--- src/rtl/deser7_sync_pkg.sv ---
// Shared receive-side framing constants.
// State encodings and the sync pattern, also used by the framer.
package deser7_sync_pkg;

  typedef enum logic [1:0] {
    HUNT     = 2'd0,
    DATA     = 2'd1,
    SYNC_CHK = 2'd2
  } state_e;

  localparam logic [6:0] SYNC_DEFAULT = 7'b1110101;

endpackage

--- src/rtl/deser7_sync_sipo.sv ---
// Serial-in shift history with enable and sync reset.
// word presents the full WIDTH-bit window including the incoming bit.
module deser7_sync_sipo #(
  parameter int WIDTH = 7
) (
  input  logic             clk,
  input  logic             rst,
  input  logic             en,
  input  logic             din,
  output logic [WIDTH-1:0] word
);

  logic [WIDTH-2:0] q_q;
  logic [WIDTH-2:0] q_d;

  assign word = {q_q, din};

  // shift one bit in on each enabled cycle
  always_comb begin
    q_d = q_q;
    if (en) q_d = word[WIDTH-2:0];
  end

  // history register
  always_ff @(posedge clk) begin
    if (rst) q_q <= '0;
    else     q_q <= q_d;
  end

endmodule

--- src/rtl/deser7_sync.sv ---
// Serial receive deframer: sync hunt, word assembly, flywheel.
// Lock is dropped after MISS_MAX consecutive bad syncs.
module deser7_sync
  import deser7_sync_pkg::*;
#(
  parameter int               WIDTH       = 7,
  parameter logic [WIDTH-1:0] SYNC_WORD   = WIDTH'(SYNC_DEFAULT),
  parameter int               FRAME_WORDS = 4,
  parameter int               MISS_MAX    = 2
) (
  input  logic             clk,
  input  logic             rst,
  input  logic             din,
  input  logic             din_valid,
  output logic [WIDTH-1:0] dout,
  output logic             dout_valid,
  output logic             frame_start,
  output logic             locked,
  output logic [7:0]       sync_err_cnt
);

  localparam int CW = $clog2(WIDTH + 1);
  localparam int WW = $clog2(FRAME_WORDS + 1);
  localparam int MW = $clog2(MISS_MAX + 1);

  localparam logic [CW-1:0] BIT_LAST  = CW'(WIDTH - 1);
  localparam logic [CW-1:0] FILL_MAX  = CW'(WIDTH);
  localparam logic [WW-1:0] WORD_LAST = WW'(FRAME_WORDS - 1);
  localparam logic [MW-1:0] MISS_LAST = MW'(MISS_MAX - 1);

  state_e           state_q, state_d;
  logic [CW-1:0]    fill_q, fill_d;
  logic [CW-1:0]    bit_q, bit_d;
  logic [WW-1:0]    word_q, word_d;
  logic [MW-1:0]    miss_q, miss_d;
  logic [7:0]       err_q, err_d;
  logic [WIDTH-1:0] dout_q, dout_d;
  logic             dv_q, dv_d;
  logic             fs_q, fs_d;
  logic             lock_q, lock_d;
  logic [WIDTH-1:0] nxt;

  deser7_sync_sipo #(
    .WIDTH(WIDTH)
  ) u_sipo (
    .clk  (clk),
    .rst  (rst),
    .en   (din_valid),
    .din  (din),
    .word (nxt)
  );

  // next-state, counters and registered strobes
  always_comb begin
    state_d = state_q;
    fill_d  = fill_q;
    bit_d   = bit_q;
    word_d  = word_q;
    miss_d  = miss_q;
    err_d   = err_q;
    dout_d  = dout_q;
    dv_d    = 1'b0;
    fs_d    = 1'b0;
    if (din_valid) begin
      unique case (state_q)
        HUNT: begin
          if (fill_q >= BIT_LAST && nxt == SYNC_WORD) begin
            state_d = DATA;
            bit_d   = '0;
            word_d  = '0;
            miss_d  = '0;
            fs_d    = 1'b1;
          end else if (fill_q != FILL_MAX) begin
            fill_d = fill_q + CW'(1);
          end
        end
        DATA: begin
          if (bit_q == BIT_LAST) begin
            bit_d  = '0;
            dout_d = nxt;
            dv_d   = 1'b1;
            if (word_q == WORD_LAST) begin
              word_d  = '0;
              state_d = SYNC_CHK;
            end else begin
              word_d = word_q + WW'(1);
            end
          end else begin
            bit_d = bit_q + CW'(1);
          end
        end
        SYNC_CHK: begin
          if (bit_q == BIT_LAST) begin
            bit_d = '0;
            if (nxt == SYNC_WORD) begin
              miss_d  = '0;
              fs_d    = 1'b1;
              state_d = DATA;
            end else begin
              if (err_q != 8'hFF) err_d = err_q + 8'd1;
              if (miss_q == MISS_LAST) begin
                miss_d  = '0;
                fill_d  = '0;
                state_d = HUNT;
              end else begin
                miss_d  = miss_q + MW'(1);
                fs_d    = 1'b1;
                state_d = DATA;
              end
            end
          end else begin
            bit_d = bit_q + CW'(1);
          end
        end
        default: state_d = HUNT;
      endcase
    end
    lock_d = (state_d == DATA) || (state_d == SYNC_CHK);
  end

  // state and output registers
  always_ff @(posedge clk) begin
    if (rst) begin
      state_q <= HUNT;
      fill_q  <= '0;
      bit_q   <= '0;
      word_q  <= '0;
      miss_q  <= '0;
      err_q   <= '0;
      dout_q  <= '0;
      dv_q    <= 1'b0;
      fs_q    <= 1'b0;
      lock_q  <= 1'b0;
    end else begin
      state_q <= state_d;
      fill_q  <= fill_d;
      bit_q   <= bit_d;
      word_q  <= word_d;
      miss_q  <= miss_d;
      err_q   <= err_d;
      dout_q  <= dout_d;
      dv_q    <= dv_d;
      fs_q    <= fs_d;
      lock_q  <= lock_d;
    end
  end

  assign dout         = dout_q;
  assign dout_valid   = dv_q;
  assign frame_start  = fs_q;
  assign locked       = lock_q;
  assign sync_err_cnt = err_q;

endmodule
--- config.mk ---
export PLATFORM = sky130hd
export DESIGN_NAME = deser7_sync
export DESIGN_NICKNAME = d
export VERILOG_FILES = /design/src/rtl/deser7_sync_pkg.sv /design/src/rtl/deser7_sync_sipo.sv /design/src/rtl/deser7_sync.sv
export SDC_FILE = /design/constraint.sdc
export NUM_CORES = 1
export LEC_CHECK = 0
export BUFFER_PORTS_ARGS = -buffer_cell sky130_fd_sc_hd__buf_4
export CAP_MARGIN = 20
export CORE_MARGIN = 3
export CORE_UTILIZATION = 61
export DETAILED_ROUTE_END_ITERATION = 8
export GPL_TIMING_DRIVEN = 0
export PLACE_DENSITY = 0.83
export SETUP_SLACK_MARGIN = 0.4
export SKIP_LAST_GASP = 1
export SLEW_MARGIN = 10
export SYNTH_ARGS = -nofsm -noshare
export SYNTH_HDL_FRONTEND = slang
export SYNTH_SLANG_ARGS = --single-unit
--- constraint.sdc ---
create_clock -name clk -period 4.4 [get_ports clk]
set_input_delay 0.22 -clock clk [delete_from_list [all_inputs] [get_ports clk]]
set_output_delay 0.22 -clock clk [all_outputs]
set_load 0.005 [all_outputs]
=== Word level (Yosys, flattened, before mapping) ===
Cells that the tools add are included.

* Register bits after elaboration: 37
* Input port bits: 4
* Output and inout port bits: 18
* Word-level logic and storage cells: 83

* Add/subtract/negate cells: 5
* Magnitude comparators: 1
* Equal/unequal tests: 17
* Multiplexer cells: 31
* Bitwise gates (word level): 3
* Reductions and logical operators: 15

{| class="wikitable"
|+ Operators by type and width
! cell !! count
|-
| 3-bit 2-to-1 mux || 9
|-
| 2-bit 2-to-1 mux || 9
|-
| 3-bit one-hot mux with 2 select lines || 3
|-
| 2-bit inequality test (second input constant) || 7
|-
| 3-bit by 1-bit adder with 3-bit output (second input constant) || 3
|-
| 8-bit by 1-bit adder with 8-bit output (second input constant) || 1
|-
| 8-bit inequality test (second input constant) || 1
|-
| 4-bit AND reduction || 2
|-
| 7-bit equality test (second input constant) || 1
|-
| 1-bit 2-to-1 mux || 7
|-
| 7-bit AND reduction || 1
|-
| 2-bit by 1-bit equality test with 1-bit output (second input constant) || 3
|-
| 2-bit one-hot mux with 3 select lines || 1
|-
| 3-bit AND reduction || 2
|-
| 2-bit nonzero test || 3
|-
| 5-bit AND reduction || 1
|-
| 2-bit equality test (second input constant) || 2
|-
| 2-bit one-hot mux with 2 select lines || 1
|-
| 2-bit OR reduction || 2
|-
| 3-bit by 2-bit equality test with 1-bit output (second input constant) || 1
|-
| 3-bit equality test (second input constant) || 1
|-
| 3-bit greater-or-equal comparator (second input constant) || 1
|-
| 3-bit inequality test (second input constant) || 1
|-
| 1-bit inverter || 3
|-
| 6 further kinds || 6
|}

=== Longest topological paths before layout ===
* Word-level depth: 8
* Depth in mapped cells: 8
* Gate-level depth less buffers: 7

=== Modules after synthesis ===
A second synthesis with hierarchy kept.

* Cells, all modules: 198
* Area total of the unflattened synthesis: 1838.0 um^2

{| class="wikitable"
|+ Modules (own cells, without submodules)
! module !! times used !! cells an instance !! area an instance (um^2) !! seq. area each (um^2)
|-
| deser7_sync || 1 || 178 || 1616.6 || 620.6
|-
| deser7_sync_sipo || 1 || 20 || 221.5 || 120.1
|}

=== Worst setup path after synthesis ===
No wires, ideal clock.

* Path kind: register to register
* Start point: register state_q[0]
* End point: register lock_q, in the netlist locked
* Setup time: 0.121 ns
* Arrival: 1.637 ns
* Data required time: 4.279 ns
* Slack: 2.643 ns
* Cell stages (with the launch flop): 7
* Buffers on the path: 1
* Period minus slack after synthesis: 1.757 ns
* Cells stage by stage: dfxtp_1 -> inv_1 -> ha_1 -> clkbuf_1 -> o21ba_2 -> o31ai_1 -> mux2_2

* Cells in the longest elaborated chain, start to end: 6
* Elaborated cells on any way between the ends: 12
* Classes of those cells: eq/ne (4); mux (6); reduce/logical (2)

{| class="wikitable"
|+ Ends and longest elaborated chain
! element !! RTL line !! source
|-
| start: declaration || deser7_sync.sv:31 || <nowiki>state_e state_q, state_d;</nowiki>
|-
| start signal: assignment || deser7_sync.sv:135 || <nowiki>state_q <= state_d;</nowiki>
|-
| 2-bit 2-to-1 mux || deser7_sync.sv:82 || <nowiki>if (word_q == WORD_LAST) begin</nowiki>
|-
| 2-bit 2-to-1 mux || deser7_sync.sv:78 || <nowiki>if (bit_q == BIT_LAST) begin</nowiki>
|-
| 2-bit one-hot mux with 3 select lines || deser7_sync.sv:65 || <nowiki>unique case (state_q)</nowiki>
|-
| 2-bit 2-to-1 mux * || deser7_sync.sv:64 || <nowiki>if (din_valid) begin</nowiki>
|-
| 2-bit by 1-bit equality test with 1-bit output or 2-bit equality test (tied branches) || deser7_sync.sv:118 || <nowiki>lock_d = (state_d == DATA) || (state_d == SYNC_CHK);</nowiki>
|-
| 1-bit logical OR * || deser7_sync.sv:118 ||
|-
| end signal: assignment || deser7_sync.sv:144 || <nowiki>lock_q <= lock_d;</nowiki>
|-
| end: declaration || deser7_sync.sv:40 || <nowiki>logic lock_q, lock_d;</nowiki>
|}

Mark *: on every way between the ends. The rest lies on a longest branch, timed or not.
A chain may end at the register's enable or synchronous reset.

=== Worst setup path after layout ===
* Start point: register fill_q[0]
* End point: register lock_q, in the netlist locked

* Cells in the longest elaborated chain, start to end: 7
* Elaborated cells on any way between the ends: 8
* Classes of those cells: order compare (1); eq/ne (2); mux (3); reduce/logical (2)

{| class="wikitable"
|+ Ends and longest elaborated chain
! element !! RTL line !! source
|-
| start: declaration || deser7_sync.sv:32 || <nowiki>logic [CW-1:0] fill_q, fill_d;</nowiki>
|-
| start signal: assignment || deser7_sync.sv:136 || <nowiki>fill_q <= fill_d;</nowiki>
|-
| 3-bit greater-or-equal comparator * || deser7_sync.sv:67 || <nowiki>if (fill_q >= BIT_LAST && nxt == SYNC_WORD) begin</nowiki>
|-
| 1-bit logical AND * || deser7_sync.sv:67 ||
|-
| 2-bit 2-to-1 mux * || deser7_sync.sv:67 ||
|-
| 2-bit one-hot mux with 3 select lines * || deser7_sync.sv:65 ||
|-
| 2-bit 2-to-1 mux * || deser7_sync.sv:64 ||
|-
| 2-bit by 1-bit equality test with 1-bit output or 2-bit equality test (tied branches) || deser7_sync.sv:118 ||
|-
| 1-bit logical OR * || deser7_sync.sv:118 ||
|}

Marks and branches as above.

==> impl_metrics.csv <==
group,metric,value,unit
final_layout,drive_gt1_share,16.4,%
routing,post_drt_wl_per_cell,14.2,um
global_route,grt.met2_usage,38.5,%
power,ir_drop,0.260,mV
critical_path,r2r_start,"fill_q[0]$_SDFFE_PP0P_",
synthesis,synth_nets,211,
placement,gp_congestion,0.819,
clock_tree,clkSinkCount,37,
synthesis,synth_top_area_share,40.6,%
clock_tree,postCtsSetupBuffers,0,
hold_path,min_path_type,"input port to register",
routing,firstDrtPassIters,4,
synthesis,ys_types,42,
routing,first_iter_violations,79,
global_route,antenna_found_initial,0,
synthesis,seq_area_frac_synth,40.6,%
sta,period_needed,2090,ps
clock_tree,cts_tree,"done",
final_layout,fillCellCount,210,
floorplanning,dieArea,3690,um2
critical_path,critPathKind,"register to register",
critical_path,crit_path_max_incr_delay,380,ps
sta,max_freq,479,MHz
synthesis,synth_common_cells,"37 x dfxtp_1, 33 x nor2_1, 16 x mux2i_1",
critical_path,crit_start,"fill_q[0]$_SDFFE_PP0P_",
critical_path,critical_path_peak_fanout,3,
critical_path,rr_endpoint,"locked$_SDFF_PP0_",
synthesis,synth_area_leaders,"dfxtp_1 41%, mux2i_1 8.8%, nor2_1 6.8%, ha_1 6.2%, xnor2_1 3.4%",
sta,drv_slew,0,
power,seqPwrFrac,56.7,%
clock_tree,cts_resized,0,
final_layout,diodes,0,
sta,slew-limit-headroom,59.8,%
routing,wirelength,3660,um
clock_tree,clk_latency,350,ps
global_route,use_met1,26.8,%
synthesis,ys_warn_count,0,
synthesis,synth_most_common_cell,"dfxtp_1",
routing,drcViolationCount,0,
routing,vias_per_cell,5.90,
final_layout,fin_nets,238,
critical_path,crit_path_end_kind,"register",
synthesis,postSynthAreaPerCell,9.22,um2
placement,hpwl,2710,um
final_layout,syn_to_final_growth,14.7,%
critical_path,critical_path.cell_chain,"inv_1 > ha_1 > o21ai_0 > nor3_1 > a31oi_1 > o31ai_1 > mux2_2",
sta,rsz0062_at_grt,"false",
routing,drtAntennaViolNets,0,
critical_path,crit_buf_inv,1,
global_route,track_usage,22.9,%
floorplanning,io_pins,22,
critical_path,slowest_stage,"nor3_1",
sta,finalSetupViolCount,0,
floorplanning,core,2810,um2
placement,port_buffers,20,
routing,num_vias,1517,
floorplanning,die_x,60.7,um
synthesis,yosys.area.top_type,"dfxtp_1",
critical_path,reg2reg_depth,7,
clock_tree,clock_path_buffers,2,
critical_path,crit_family,"compound AO/OA/AOI/OAI gates",
critical_path,crit_end,"locked$_SDFF_PP0_",
power,switching_share,22.2,%
power,power.leakage,0.000908,uW
synthesis,ys.flop_type,"dfxtp_1",
clock_tree,hold_buffers,0,
clock_tree,cts-root-buf,"clkbuf_4",
clock_tree,clk_pin_slew,120,ps
sta,min_period_over_period,47.5,%
power,p_sw,133,uW
critical_path,start_kind,"register",
global_route,grtUsageMet3,7.66,%
power,internal_power,467,uW
status,status,"finished clean",
critical_path,r2r_slack,2310,ps
power,p_total,600,uW
global_route,grt.overflow.total,0,
global_route,busiest_layer,"met2",
global_route,grt_pass1_wl,6220,um
clock_tree,htreeDepth,2,
synthesis,synth_area,1830,um2
synthesis,synth-edff-count,0,
critical_path,critPathArrivalTime,2330,ps
global_route,grt_max_degree,13,
clock_tree,cts_buffers,5,
critical_path,critPathRequiredTime,4640,ps
sta,skew,11.4,ps
floorplanning,die_h,60.7,um
power,power_density,286,nW/um2
floorplanning,start_util,65.1,%
floorplanning,rows,19,
power,p_clk_share,39.4,%
synthesis,async_reset_ff_share,0,%
sta,tightest_slew,603,ps
run,max_cap_violations,0,
sta,hold_viol_final,0,
sta,hold_ws,122,ps
global_route,grt_pass1_vias,1404,
power,comb_power_share,3.9,%
sta,finalSetupTns,0,ps
synthesis,ys_ff_latch,37,
critical_path,cp.depth,7,
synthesis,netlist_instances,198,
[worst min path at each step]
stage                                      start                          to  slack (ps)  cells past startpoint
final                                        din  u_sipo.q_q[0]$_SDFFE_PP0P_         120                      3
after global routing                         din  u_sipo.q_q[0]$_SDFFE_PP0P_         140                      3
after CTS                                    din  u_sipo.q_q[0]$_SDFFE_PP0P_         120                      3
after detailed placement  miss_q[1]$_SDFFE_PP0P_      miss_q[1]$_SDFFE_PP0P_         450                      2
after global placement    miss_q[1]$_SDFFE_PP0P_      miss_q[1]$_SDFFE_PP0P_         440                      2
after floorplan                              din        dout[0]$_SDFFE_PP0P_         360                      2
[logic make-up after synthesis]
| kind of cell | after synthesis | share of synthesized area, % |
|---|---|---|
| AND/OR/NAND/NOR | 78 | 22.6 |
| flip-flops | 37 | 40.6 |
| AO/OA/AOI/OAI | 31 | 13.6 |
| buffers and inverters | 18 | 3.77 |
| multiplexers | 18 | 10.0 |
| adder cells (fa/ha/maj) | 9 | 6.17 |
| XOR/XNOR | 7 | 3.36 |
[layout make-up]
| class | count | area (um2) | share of cell area, % |
|---|---|---|---|
| Clock buffer | 6 | 41.3 | 1.97 |
| Timing Repair Buffer | 20 | 150 | 7.17 |
| Clock inverter | 2 | 38.8 | 1.85 |
| Inverter | 10 | 37.5 | 1.79 |
| Multi-Input combinational cell | 143 | 1020 | 48.5 |
| Tap cell | 31 | 38.8 | 1.85 |
| Buffer | 8 | 31.3 | 1.49 |
| Sequential cell | 37 | 741 | 35.4 |
[cell usage in the layout, fill, tap and decap left out, types with 2 or more instances in the layout]
cell type	synthesis	layout
dfxtp_1	37	37
nor2_1	33	33
buf_4	0	20
mux2i_1	16	16
nand2_1	11	11
inv_1	10	10
ha_1	9	9
clkbuf_1	7	8
xnor2_1	7	7
nor2b_1	7	7
a21oi_1	6	6
o21ai_0	5	5
clkbuf_4	0	5
nand3_1	4	4
nor3_1	4	4
and4b_1	3	3
a22oi_1	3	3
nor4_1	3	3
mux2_2	2	2
a41oi_1	2	2
o31ai_1	2	2
nand2b_1	2	2
a31oi_1	2	2
nor3b_1	2	2
a32oi_1	2	2
[worst register-to-register path, cell delays in order (launching register included)]
cell and delay, ps:
dfxtp_1 350, inv_1 90, ha_1 140, o21ai_0 190, nor3_1 380, a31oi_1 140, o31ai_1 320, mux2_2 370
[power by group through the flow]
stage | clock network [uW] | logic [uW] | registers (uW)
3_5_place_dp | 0 | 23.4 | 348
2_1_floorplan | 0 | 16.5 | 347
6_report | 237 | 23.2 | 340
5_1_grt | 259 | 26.4 | 341
3_3_place_gp | 0 | 22.4 | 347
4_1_cts | 241 | 23.5 | 340
[state kept, by name (all words and copies together), names as in the netlist]
signal,cells
bit_q,3
dout,7
dout_valid,1
fill_q,3
frame_start,1
locked,1
miss_q,2
state_q,2
sync_err_cnt,8
u_sipo.q_q,6
word_q,3
[layer usage]
layer / share of wire, % / wire length [um] / vias to the layer above
met2: 50 / 1820 / 39
met1: 44 / 1610 / 713
li1: - / - / 755
met3: 4.2 / 154 / 10
met5: 0 / 0 / -
met4: 2.2 / 82 / 0
[stage by stage]
stage	area, um2	setup WS [ps]	utilization, %	instances
after CTS	2090	2370	74.7	257
final	2090	2310	74.7	257
after global routing	2090	2150	74.7	257
after floorplan	1830	2640	-	198
after global placement	2010	2460	71.8	249
after detailed placement	2010	2420	71.8	249
(Power assumes the default switching activity.)
